`src/rtl/wb_timer_slave.sv`:
```
// wb_timer_slave: Wishbone-mapped 16-bit down-counting timer with interrupt.
//
// Register map (word offsets from BASE_ADR):
//   0 CTRL   : bit0 EN, bit1 AUTO (reload on expiry), bit2 IE
//   1 COUNT  : current count, decremented once per prescaler tick
//   2 RELOAD : value loaded into COUNT on expiry when AUTO=1
//   3 STATUS : bit0 EXP, write 1 to clear
//
// Ports:
//   clk, rst_n           : clock, synchronous active-low reset
//   wb_cyc/stb/we/adr    : Wishbone request
//   wb_dat_i / wb_dat_o  : write / read data
//   wb_ack               : one-cycle acknowledge, one wait state per access
//   irq                  : level interrupt, EXP & IE
module wb_timer_slave #(
  parameter int unsigned PRESCALE = 16,
  parameter logic [15:0] BASE_ADR = 16'hFF00
) (
  input  logic        clk,
  input  logic        rst_n,
  input  logic        wb_cyc,
  input  logic        wb_stb,
  input  logic        wb_we,
  input  logic [15:0] wb_adr,
  input  logic [15:0] wb_dat_i,
  output logic [15:0] wb_dat_o,
  output logic        wb_ack,
  output logic        irq
);

  localparam logic [15:0] PS_LAST = 16'(PRESCALE - 1);

  typedef enum logic {S_IDLE = 1'b0, S_ACK = 1'b1} state_t;

  typedef struct packed {
    logic ie;
    logic auto_rl;
    logic en;
  } ctrl_t;

  state_t      state_q, state_d;
  ctrl_t       ctrl_q;
  logic [15:0] count_q, reload_q, psc_q, rd_q, rd_mux;
  logic        exp_q;
  logic        sel, acc, wr, tick;

  // sel is only acted on from IDLE; a strobe still high during ACK is ignored
  assign sel  = wb_cyc & wb_stb & (wb_adr[15:2] == BASE_ADR[15:2]);
  assign acc  = sel & (state_q == S_IDLE);
  assign wr   = acc & wb_we;
  assign tick = ctrl_q.en & (psc_q == PS_LAST);
  assign irq  = exp_q & ctrl_q.ie;

  // ---------------- handshake FSM ----------------
  always_ff @(posedge clk) begin
    if (!rst_n) state_q <= S_IDLE;
    else        state_q <= state_d;
  end

  always_comb begin
    state_d = state_q;
    case (state_q)
      S_IDLE:  if (sel) state_d = S_ACK;
      S_ACK:   state_d = S_IDLE;
      default: state_d = S_IDLE;
    endcase
  end

  always_comb begin
    wb_ack   = 1'b0;
    wb_dat_o = '0;
    if (state_q == S_ACK) begin
      wb_ack   = 1'b1;
      wb_dat_o = rd_q;
    end
  end

  // ---------------- read path ----------------
  always_comb begin
    case (wb_adr[1:0])
      2'd0:    rd_mux = {13'b0, ctrl_q};
      2'd1:    rd_mux = count_q;
      2'd2:    rd_mux = reload_q;
      default: rd_mux = {15'b0, exp_q};
    endcase
  end

  // Read data is captured at acceptance, so a read returns the pre-edge value
  always_ff @(posedge clk) begin
    if (!rst_n)   rd_q <= '0;
    else if (acc) rd_q <= rd_mux;
  end

  // ---------------- timer core ----------------
  // Assignment order encodes priority: W1C < tick set of EXP, and tick
  // updates of COUNT/EN < a CPU write to the same register.
  always_ff @(posedge clk) begin
    if (!rst_n) begin
      ctrl_q   <= '0;
      count_q  <= '0;
      reload_q <= '0;
      exp_q    <= 1'b0;
      psc_q    <= '0;
    end else begin
      // held at 0 while disabled, so enabling always starts a fresh period
      if (!ctrl_q.en || tick) psc_q <= '0;
      else                    psc_q <= psc_q + 16'd1;

      if (wr && wb_adr[1:0] == 2'd3 && wb_dat_i[0]) exp_q <= 1'b0;

      if (tick) begin
        if (count_q != 16'd0) begin
          count_q <= count_q - 16'd1;
        end else begin
          exp_q <= 1'b1;
          if (ctrl_q.auto_rl) count_q   <= reload_q;
          else                ctrl_q.en <= 1'b0;
        end
      end

      if (wr) begin
        case (wb_adr[1:0])
          2'd0:    ctrl_q   <= ctrl_t'(wb_dat_i[2:0]);
          2'd1:    count_q  <= wb_dat_i;
          2'd2:    reload_q <= wb_dat_i;
          default: ;
        endcase
      end
    end
  end

endmodule

```
`config.mk`:
```
export PLATFORM = sky130hd
export DESIGN_NAME = wb_timer_slave
export DESIGN_NICKNAME = d
export VERILOG_FILES = /design/src/rtl/wb_timer_slave.sv
export SDC_FILE = /design/constraint.sdc
export NUM_CORES = 1
export LEC_CHECK = 0
export CAP_MARGIN = 20
export CORE_ASPECT_RATIO = 0.75
export CORE_UTILIZATION = 61
export CTS_BUF_LIST = sky130_fd_sc_hd__clkbuf_4
export DETAILED_ROUTE_END_ITERATION = 10
export PLACE_DENSITY = 0.88
export REMOVE_ABC_BUFFERS = 1
export SLEW_MARGIN = 20
export SYNTH_ARGS = -nofsm -noshare
export SYNTH_HDL_FRONTEND = slang
export SYNTH_SLANG_ARGS = --single-unit
export TNS_END_PERCENT = 10
```
`constraint.sdc`:
```
create_clock -name clk -period 6.9 [get_ports clk]
set_clock_uncertainty 0.1 [all_clocks]
set_input_delay 1.725 -clock clk [delete_from_list [all_inputs] [get_ports clk]]
set_output_delay 1.725 -clock clk [all_outputs]
set_load 0.02 [all_outputs]
```
==> Yosys cells after proc, flatten, opt, wreduce, memory -nomap -nowiden <==
Cells that the tools add are included.
W data, S select, Z words.
{ "totals": {"reg_bits": 69, "latch_bits": 0, "ramBits": 0, "mem_bits_ro": 0, "inputBits": 37, "out_inout_bits": 18, "memories": 0} }
{ "op_classes": {"add_sub_neg": 2, "n_mul": 0, "div_mod_pow": 0, "magnitude_cmp": 0, "n_eq_ne": 5, "n_shift": 0, "n_mux": 18, "bitwise_logic": 8, "reduce_logical": 9} }
{ "ops": {"columns": ["cell", "count"], "rows": [
  ["$mux W16", 6],
  ["$pmux W16 S3", 1],
  ["$add A16 B1 Y16 const B", 1],
  ["$eq A16 B4 Y1 const B", 1],
  ["$reduce_bool A16 Y1", 1],
  ["$sub A16 B1 Y16 const B", 1],
  ["$eq A14 B14 Y1 const B", 1],
  ["$mux W1", 10],
  ["$and A1 B1 Y1", 6],
  ["$eq A2 B2 Y1 const B", 2],
  ["$reduce_and A2 Y1", 2],
  ["$eq A2 B1 Y1 const B", 1],
  ["$logic_and A1 B1 Y1", 2],
  ["$logic_not A2 Y1", 1],
  ["$not A1 Y1", 2],
  ["$pmux W1 S2", 1],
  ["$reduce_or A2 Y1", 1],
  ["$logic_not A1 Y1", 1],
  ["$logic_or A1 B1 Y1", 1]
]} }

==> Depth between registers and ports, before layout <==
{ "depth": {"ltp_word": 9, "depth_mapped": 10, "mapped_depth_nobuf": 8} }

==> Worst setup path after synthesis <==
No wires, ideal clock.
{ "synth_path": {"path_type": "input-to-reg", "startpoint": "input wb_cyc", "endpoint": "register count_q[5]", "t_arrival_ns": 3.121, "required_time_ns": 6.684, "path_slack_ns": 3.562, "path_stages": 6, "cell_sequence": "nand3b_4 or4_1 buf_4 or3_4 buf_6 o211a_1"} }
{ "synth_via": {"elab_chain_cells": 5} }
{ "synth_rtl": {"columns": ["item", "line_no", "rtl"], "rows": [
  ["start, declared", "21", "input logic wb_cyc,"],
  ["$and A1 B1 Y1 (2 in series)", "48", "assign sel = wb_cyc & wb_stb & (wb_adr[15:2] == BASE_ADR[15:2]);"],
  ["$and A1 B1 Y1", "49", "assign acc = sel & (state_q == S_IDLE);"],
  ["$and A1 B1 Y1", "50", "assign wr = acc & wb_we;"],
  ["$mux W16", "121", "if (wr) begin"],
  ["end signal, assigned", "113", "count_q <= count_q - 16'd1;"],
  ["end signal, assigned", "116", "if (ctrl_q.auto_rl) count_q <= reload_q;"],
  ["end signal, assigned", "124", "2'd1: count_q <= wb_dat_i;"],
  ["end, declared", "43", "logic [15:0] count_q, reload_q, psc_q, rd_q, rd_mux;"]
]} }
Every way passes these cells.
A chain may end at the register's enable or synchronous reset.

==> Worst setup path in the final report <==
{ "layout_path": {"startpoint": "input wb_stb", "endpoint": "register reload_q[1]"} }
{ "layout_via": {"elab_chain_cells": 5} }
{ "layout_rtl": {"columns": ["item", "line_no", "rtl"], "rows": [
  ["start, declared", "22", "input logic wb_stb,"],
  ["$and A1 B1 Y1 (2 in series)", "48", null],
  ["$and A1 B1 Y1", "49", null],
  ["$and A1 B1 Y1", "50", null],
  ["$reduce_and A2 Y1 (no source line)", null, null],
  ["end signal, assigned", "125", "2'd2: reload_q <= wb_dat_i;"],
  ["end, declared", "43", null]
]} }
Every way passes these cells.

==> metrics.md <==
| Metric | Value |
|---|---|
| Worst-margin pin slew | `1.06 ns` |
| Total chip power | `0.821 mW` |
| TritonCTS Sinks | `69` |
| Antenna diodes | `0` |
| Largest net degree at the start of global routing | `36` |
| Asr flop ratio synth | `0` |
| Crit path launch type | `input pin` |
| FF-to-FF setup slack | `3.76 ns` |
| Hpwl dp | `7100 um` |
| Mapped Cells | `456` |
| Num rows | `24` |
| Critical R2R Capture | `reload_q[1]$_SDFFE_PN0P_` |
| # port buffers | `54` |
| Final Hold Viols | `0` |
| CP startpoint | `wb_stb` |
| Post-layout min period | `4.31 ns` |
| Register area | `1380 um^2` |
| Share of cells above drive strength 1 | `0.0958` |
| Yosys warnings | `0` |
| Crit share post-route | `0.625` |
| Total track usage | `0.339` |
| GRT overflow | `0` |
| Worst hold path type | `reg2reg` |
| Reg2Reg Launch Point | `state_q$_SDFF_PP0_` |
| Pre-Repair DR Iteration Count | `5` |
| Worst setup EP type | `flop` |
| Top post-synthesis cells by area | `dfxtp_1, nand2_1, o211a_1` |
| Total wire length | `10,500 um` |
| Starting density of the core | `0.643` |
| Synth Area in Simple Gates | `0.296` |
| Fmax | `232 MHz` |
| Multiplexer share of the synthesized area | `0.0221` |
| Top cells by count, synth | `dfxtp_1, nand2_1, nor2_1` |
| R2R cell count | `6` |
| Yosys cell types | `61` |
| TNS Setup | `0 ns` |
| DR iter-0 viols | `531` |
| DRC viols | `0` |
| Via count | `3,759` |
| CP arrival | `4.58 ns` |
| Initial antenna violation count | `0` |
| Placer Congestion | `0.952` |
| Seq/Total Area, Yosys | `0.365` |
| Top-count cell post-synth | `dfxtp_1` |
| Area delta synth->final | `19.3%` |
| Post-Synth XOR/XNOR Area | `0.0301` |
| # IOs | `55` |
| Adder-Cell Fraction of Synth Area | `0.00991` |
| Post-CTS Resized | `0` |
| RSZ-0062 raised after global routing | `false` |
| Worst setup path end | `reload_q[1]$_SDFFE_PN0P_` |
| Root Buffer | `clkbuf_4` |
| Clk buf depth | `2` |
| EDFF count, synth | `0` |
| Post-DRT Antenna Nets | `0` |
| Clock transition at path regs | `0.12 ns` |
| Synth top area share | `0.365` |
| Leakage | `1.74 nW` |
| Routed length per instance | `roughly 18 um` |
| Largest family of logic cells by synthesized area | `simple AND/OR/NAND/NOR gates` |
| Hold Buf Count CTS | `0` |
| Global-route wire length before repair | `17,100 um` |
| Slew Limit Fails | `0` |
| Layout net count | `536` |
| Mean Syn Cell Area | `8.30 um^2` |
| Final worst setup slack | `2.59 ns` |
| Die area | `6530 um^2` |
| Synth Register Bits | `slightly below 70` |
| Setup Viol. Count Final | `0` |
| Number of global-route vias before repair | `between 3k and 4k` |
| PD cells | `182 nW/um^2` |
| Post-synthesis compound-gate area fraction | `0.233` |
| TritonCTS buffer count | `9` |
| # Post-CTS Setup Buffers | `0` |
| Fill count | `438` |
| Final Instance Area | `~4500 um^2` |
| MaxCap Viol Count | `0` |
| Htree depth | `3` |
| Pre-CTS WS | `2.16 ns` |
| CTS tree | `built` |
| Outcome | `finished, final reports clean` |
| Relative slew slack | `0.289` |
| Skew-Pair Late Insertion Delay | `0.44 ns` |
| Worst vdd ir | `109 uV` |
| Max FO, Critical Path | `35` |
| Area post-placement | `4300 um^2` |
| Die height | `70.2 um` |
| Core area | `5890 um^2` |
| Post-Syn Area | `about 3800 um^2` |
| Worst Path Required | `7.17 ns` |
| Via density | `6.49` |
| Chip width | `a little over 90 um` |
| Top FF cell, synth | `dfxtp_1` |
| Area of the multi-input gates | `between 2000 and 2500 um^2` |
| Area leader, netlist | `dfxtp_1` |
| Setup CP Type | `in2reg` |
placed cells by master (no fill, tap or decap), types with 3 or more instances in the layout:
cell	netlist	routed
bufinv_16	0	4
inv_1	6	6
o21ai_0	17	17
o31ai_1	5	5
a31oi_1	4	4
a21boi_2	10	10
a22oi_1	14	14
dfxtp_1	69	69
nand2_2	10	10
a21boi_0	8	8
nand4_1	9	9
o211a_1	17	17
nand3_1	23	23
nor3_1	12	12
nor4_1	6	6
nand2_1	62	62
and3_1	9	9
xnor2_1	5	5
xor2_1	8	8
and2_1	19	19
mux2i_1	5	5
buf_4	2	3
o211ai_1	5	5
clkbuf_4	0	9
and4_1	5	5
nor2b_1	5	5
nor2_1	30	30
ha_1	3	3
clkdlybuf4s50_1	0	54
or3_1	4	4
a21oi_1	20	20
report_power, final:
| group | switching [mW] | leakage [nW] | total (mW) | internal (mW) |
|---|---|---|---|---|
| Clock | 0.160 | 0.111 | 0.382 | 0.222 |
| Combinational | 0.0178 | 1.08 | 0.0415 | 0.0237 |
| Sequential | 0.00000233 | 0.555 | 0.398 | 0.398 |
per-layer routing:
metal,track usage,wire (um),up-vias
li1,-,-,1740
met1,0.496,4650,1756
met2,0.482,4460,246
met3,0.0969,1230,17
met4,0.0974,143,0
met5,0,0,-
worst max-delay path: stages:
cell,delay [ns]
clkdlybuf4s50_1,0.50
nand3b_4,0.08
or4_1,0.65
nor2_8,0.44
and3_1,0.82
nand2_1,0.14
a21boi_0,0.21
state kept, by name, indices dropped and copies added, names as in the netlist:
signal / count
ctrl_q: 3
psc_q: 16
count_q: 16
reload_q: 16
state_q: 1
exp_q: 1
rd_q: 16
layout make-up:
| class | instances | share of cell area |
|---|---|---|
| multi-input combinational | 353 | 0.496 |
| inverter | 6 | 0.00499 |
| tap | 78 | 0.0216 |
| timing repair buffer | 57 | 0.125 |
| sequential | 69 | 0.306 |
| clock buffer | 9 | 0.0150 |
| clock inverter | 7 | 0.0324 |
worst min path at each step:
stage / start / to / slack (ns) / cells after the start
6_report: psc_q[0]$_SDFF_PP0_ / psc_q[0]$_SDFF_PP0_ / 0.35 / 1
5_1_grt: psc_q[0]$_SDFF_PP0_ / psc_q[0]$_SDFF_PP0_ / 0.38 / 1
4_1_cts: psc_q[0]$_SDFF_PP0_ / psc_q[0]$_SDFF_PP0_ / 0.35 / 1
3_5_place_dp: psc_q[0]$_SDFF_PP0_ / psc_q[0]$_SDFF_PP0_ / 0.33 / 1
3_3_place_gp: psc_q[0]$_SDFF_PP0_ / psc_q[0]$_SDFF_PP0_ / 0.32 / 1
2_1_floorplan: psc_q[0]$_SDFF_PP0_ / psc_q[0]$_SDFF_PP0_ / 0.31 / 1
through the flow:
step	util	hold slack, ns	instances
after floorplan	-	0.313	428
after global placement	0.731	0.325	563
after detailed placement	0.731	0.334	563
after CTS	0.767	0.354	579
after global routing	0.767	0.377	579
final	0.767	0.350	579
logic make-up after synthesis:
family | Yosys count
adders and majority gates | 3
AOI/OAI and AO/OA | 119
muxes | 7
buffers and inverters | 34
DFF | 69
xor gates and xnor gates | 13
and+or+nand+nor | 211
Power figures use the tool's default switching activity.
